<file path="config.mk">
export PLATFORM = sky130hd
export DESIGN_NAME = bcd_7seg_scanner
export DESIGN_NICKNAME = d
export VERILOG_FILES = /design/src/rtl/bcd_7seg_scanner.sv
export SDC_FILE = /design/constraint.sdc
export NUM_CORES = 1
export LEC_CHECK = 0
export CAP_MARGIN = 10
export CORE_ASPECT_RATIO = 2
export CORE_MARGIN = 1
export CORE_UTILIZATION = 54
export CTS_BUF_LIST = sky130_fd_sc_hd__clkbuf_16
export DETAILED_ROUTE_END_ITERATION = 16
export PLACE_DENSITY = 0.79
export RECOVER_POWER = 25
export SYNTH_ARGS = -nofsm -noshare
export SYNTH_HDL_FRONTEND = slang
export SYNTH_SLANG_ARGS = --single-unit
</file>
<file path="constraint.sdc">
create_clock -name clk -period 2.3 [get_ports clk]
set_input_delay 0.23 -clock clk [delete_from_list [all_inputs] [get_ports clk]]
set_output_delay 0.23 -clock clk [all_outputs]
set_load 0.02 [all_outputs]
</file>
<file path="src/rtl/bcd_7seg_scanner.sv">
// bcd_7seg_scanner
//   Display stage for a 3-digit BCD value. It captures a 12-bit BCD word and
//   drives a common-anode multiplexed 7-segment display. One segment bus is
//   time-shared across three anodes. The block also does optional
//   leading-zero blanking and flags any captured nibble above 9.
//
// Ports
//   clk        in   1   rising-edge clock
//   rst_n      in   1   asynchronous active-low reset
//   bcd_in     in   12  {hundreds[11:8], tens[7:4], ones[3:0]}
//   bcd_valid  in   1   capture bcd_in on this edge (last value wins)
//   lzb_en     in   1   leading-zero blanking enable, sampled every cycle
//   seg        out  7   {g,f,e,d,c,b,a}, active-low, registered
//   an         out  3   digit enables, active-low, an[0]=ones, registered
//   bcd_err    out  1   high while any captured nibble is > 9, registered
module bcd_7seg_scanner #(
  parameter int CLK_DIV = 50000
) (
  input  logic        clk,
  input  logic        rst_n,
  input  logic [11:0] bcd_in,
  input  logic        bcd_valid,
  input  logic        lzb_en,
  output logic [6:0]  seg,
  output logic [2:0]  an,
  output logic        bcd_err
);

  localparam int            CW      = $clog2(CLK_DIV);
  localparam logic [CW-1:0] CNT_MAX = CW'(CLK_DIV - 1);

  typedef enum logic [1:0] {
    ONES     = 2'd0,
    TENS     = 2'd1,
    HUNDREDS = 2'd2
  } digit_t;

  digit_t        r_idx;
  digit_t        w_idx_nxt;
  logic [CW-1:0] r_cnt;
  logic          w_tick;
  logic [11:0]   r_shadow;
  logic [3:0]    w_nib;
  logic          w_blank;
  logic [6:0]    w_seg;
  logic [2:0]    w_an;
  logic          w_err;

  function automatic logic [6:0] f_decode(input logic [3:0] d);
    logic [6:0] p;
    case (d)
      4'd0:    p = 7'b1000000;
      4'd1:    p = 7'b1111001;
      4'd2:    p = 7'b0100100;
      4'd3:    p = 7'b0110000;
      4'd4:    p = 7'b0011001;
      4'd5:    p = 7'b0010010;
      4'd6:    p = 7'b0000010;
      4'd7:    p = 7'b1111000;
      4'd8:    p = 7'b0000000;
      4'd9:    p = 7'b0010000;
      default: p = 7'b0111111;  // non-decimal nibble shows a dash
    endcase
    return p;
  endfunction

  // Dwell prescaler: tick on the last cycle of each digit's dwell.
  assign w_tick = (r_cnt == CNT_MAX);

  always_ff @(posedge clk or negedge rst_n) begin
    if (!rst_n) begin
      r_cnt <= '0;
    end else if (w_tick) begin
      r_cnt <= '0;
    end else begin
      r_cnt <= r_cnt + CW'(1);
    end
  end

  // The capture is independent of the scan. A load on a tick edge updates
  // the value and advances the digit on the same edge.
  always_ff @(posedge clk or negedge rst_n) begin
    if (!rst_n) begin
      r_shadow <= '0;
    end else if (bcd_valid) begin
      r_shadow <= bcd_in;
    end
  end

  always_ff @(posedge clk or negedge rst_n) begin
    if (!rst_n) begin
      r_idx <= ONES;
    end else begin
      r_idx <= w_idx_nxt;
    end
  end

  always_comb begin
    w_idx_nxt = r_idx;
    if (w_tick) begin
      case (r_idx)
        ONES:     w_idx_nxt = TENS;
        TENS:     w_idx_nxt = HUNDREDS;
        HUNDREDS: w_idx_nxt = ONES;
        default:  w_idx_nxt = ONES;
      endcase
    end
  end

  // Digit select and blanking. Blanking tests for zero, so an invalid nibble
  // is never blanked. The anode stays driven while blank, so frame timing
  // stays fixed.
  always_comb begin
    w_nib   = r_shadow[3:0];
    w_an    = 3'b110;
    w_blank = 1'b0;
    case (r_idx)
      ONES: begin
        w_nib = r_shadow[3:0];
        w_an  = 3'b110;
      end
      TENS: begin
        w_nib   = r_shadow[7:4];
        w_an    = 3'b101;
        w_blank = lzb_en && (r_shadow[11:8] == 4'd0) && (r_shadow[7:4] == 4'd0);
      end
      HUNDREDS: begin
        w_nib   = r_shadow[11:8];
        w_an    = 3'b011;
        w_blank = lzb_en && (r_shadow[11:8] == 4'd0);
      end
      default: begin
        w_nib = r_shadow[3:0];
        w_an  = 3'b110;
      end
    endcase
    w_seg = w_blank ? 7'h7F : f_decode(w_nib);
    w_err = (r_shadow[11:8] > 4'd9) || (r_shadow[7:4] > 4'd9) ||
            (r_shadow[3:0] > 4'd9);
  end

  always_ff @(posedge clk or negedge rst_n) begin
    if (!rst_n) begin
      seg     <= 7'h7F;
      an      <= 3'b111;
      bcd_err <= 1'b0;
    end else begin
      seg     <= w_seg;
      an      <= w_an;
      bcd_err <= w_err;
    end
  end

endmodule

</file>
==> flow_metrics.tcl <==
set metrics [dict create \
    setup_violations 0 \
    p_leak_nw 1.01 \
    cellPowerDensity_nw_per_um2 706 \
    timing.rr.start "r_idx[0]$_DFFE_PN0N_" \
    cp-startpoint "r_idx[0]$_DFFE_PN0N_" \
    fin_tns_setup_ns 0 \
    async_flop_share 1.00 \
    grt_pass1_wl_mm 6.59 \
    met3_length_um 92 \
    route.detailed.drc 0 \
    clockBufferDepth 2 \
    postLayoutSetupSlackWorst_ns 0.267 \
    post-route-period-util 0.884 \
    fin_nets 227 \
    num_rows 30 \
    synth_edf_count 0 \
    yosys-top-cells-area "dfrtp_1 (40%), dfstp_2 (14%), mux2_2 (7.0%)" \
    io_buffers 26 \
    clk_latency_ns 0.28 \
    vias 1424 \
    startpoint_type "register" \
    slew_violations 42 \
    r2r_slack_ns 0.27 \
    rsz0062_at_grt "no" \
    wl_mm 3.96 \
    violations "capacitance limit, slew limit" \
    cp_max_fo 12 \
    synth.distinct_cells 38 \
    overflow 0 \
    grtUsageTotal 0.238 \
    highest_layer "met4" \
    post-route-util 0.699 \
    maxClockFrequency_mhz 492 \
    postCtsSetupBuffers 0 \
    fin_worst_skew_ns 0.00497 \
    worst_pin_slew_ns 2.06 \
    die_h_um 86.8 \
    wl_met2_mm 2.37 \
    layout-drive-gt1-share 0.181 \
    crit_chain "inv_1 -> ha_1 -> nor2_1 -> a21oi_1 -> nor3_1 -> o21ai_0" \
    dieArea_sq_um 3850 \
    peakVddDrop_mv 0.582 \
    worstPathArrival_ns 2.22 \
    vias_per_cell 5.65 \
    cts_resized 0 \
    cts.htree.levels 2 \
    ios 27 \
    syn_nets 195 \
    numCtsBuffers 5 \
    synth_seq_cells 41 \
    syn_area_per_cell_sq_um 11.3 \
    start_util 0.568 \
    coreArea_sq_um 3420 \
    syn2layout_area_growth_pct 23.0 \
    yosysTopAreaCellShare 0.400 \
    diodes 0 \
    cts_sinks 41 \
    initialDrtViolationCount 28 \
    routedWlPerCell_um 15.7 \
    hp-class "register to register" \
    synth_seq_area_share 0.535 \
    rr_worst_depth 6 \
    relSlewSlack -0.371 \
    path_depth 6 \
    layout_common_cells "dfrtp_1 (31), clkdlybuf4s50_1 (25), nor2_1 (12), mux2_2 (12), o21ai_0 (11)" \
    drtAntennaViolNets 0 \
    ctsRootBufferMaster "clkbuf_16" \
    slowest_stage "ha_1" \
    ctsHoldBuffers 0 \
    synth_top_area_cell "dfrtp_1" \
    setup.worst_path.class "register to register" \
    r2r_end "seg[5]$_DFF_PN1_" \
    die_w_um 44.4 \
    syn_inst 171 \
    clk_pin_slew_ns 0.06 \
    cts_tree "done" \
    grt_max_degree 42 \
    wl_met1_mm 1.35 \
    hold_viol 0 \
    layout_commonest_cell "dfrtp_1" \
    drv_cap 1 \
    drtPass1Iterations 4 \
    cp-end-kind "register" \
    path_buf_inv 1 \
    critPathTopFamily "compound AO/OA/AOI/OAI gates" \
    period_needed_ns 2.03 \
    gp_congestion 0.851 \
    dp_hpwl_mm 3.00 \
    required_ns 2.49 \
    grt_pass1_vias 1508 \
    ys.flop_type "dfrtp_1" \
    pre_cts_ws_ns 0.298 \
    antenna_found_initial 0 \
    slowest_delay_ns 0.49 \
    synth_area_sq_um 1940 \
    yosys_warnings 0 \
    status "finished with violations" \
    cp-endpoint "seg[5]$_DFF_PN1_" \
]
==> kinds of logic (layout without fill, tap and decap cells) <==
| group | count (synthesis) | after routing | share of synthesized area |
|---|---|---|---|
| xor+xnor | 11 | 11 | 0.0496 |
| buf+inv | 10 | 43 | 0.0239 |
| flops | 41 | 41 | 0.535 |
| compound gates | 32 | 32 | 0.104 |
| mux | 12 | 12 | 0.0696 |
| simple gates | 57 | 57 | 0.166 |
| fa+ha+maj | 8 | 8 | 0.0516 |
==> Yosys cell counts (3+ instances only) <==
cell	count
xor2_1	6
mux2_2	12
a21oi_1	6
dfstp_2	10
o21ai_0	11
dfrtp_1	31
ha_1	8
and3_1	3
nand2_1	10
nand4_1	4
a21o_1	4
a22oi_1	5
nand3_1	9
xnor2_1	5
inv_1	7
nor2_1	12
nor2b_1	3
==> worst min-delay path by stage <==
stage / cells after the start / endpoint / slack [ns] / from
3_5_place_dp: 1 / r_cnt[2]$_DFF_PN0_ / 0.40 / rst_n
4_1_cts: 1 / r_cnt[2]$_DFF_PN0_ / 0.09 / rst_n
6_report: 1 / r_cnt[0]$_DFF_PN0_ / 0.49 / r_cnt[0]$_DFF_PN0_
5_1_grt: 1 / r_cnt[13]$_DFF_PN0_ / 0.51 / r_cnt[13]$_DFF_PN0_
3_3_place_gp: 1 / r_cnt[2]$_DFF_PN0_ / 0.37 / rst_n
2_1_floorplan: 0 / bcd_err$_DFF_PN0_ / -0.07 / rst_n
==> state kept, by name (all words and copies together) (netlist names) <==
signal,count
r_cnt,16
r_shadow,12
seg,7
an,3
r_idx,2
bcd_err,1
==> routing by layer <==
metal / global-route usage / vias to the layer above
li1: - / 675
met1: 0.216 / 704
met2: 0.445 / 30
met3: 0.0458 / 15
met4: 0.154 / 0
met5: 0 / -
==> per-stage QoR <==
stage	cells	cell area [sq um]	hold slack (ns)	total power [W]
after CTS	252	2390	0.0930	0.00169
final	252	2390	0.493	0.00169
after floorplan	171	1940	-0.0656	0.000924
after detailed placement	244	2250	0.397	0.00104
after global placement	244	2250	0.374	0.00103
after global routing	252	2390	0.514	0.00175
==> report_power, final <==
| part | switching [W] | internal (W) | total [W] |
|---|---|---|---|
| Combinational | 0.000112 | 0.000109 | 0.000221 |
| Sequential | 0.0000247 | 0.000779 | 0.000804 |
| Clock | 0.000269 | 0.000392 | 0.000661 |
==> area by class of cell <==
cell class              instances  area (sq um)
clock buffers                   5           125
flip-flops and latches         41          1040
repair buffers                 28           269
well taps                      48          60.1
fillers                       244          1030
inverters                       7          26.3
multi-input cells             120           856
clock inverters                 3          12.5
Power figures use the tool's default switching activity.
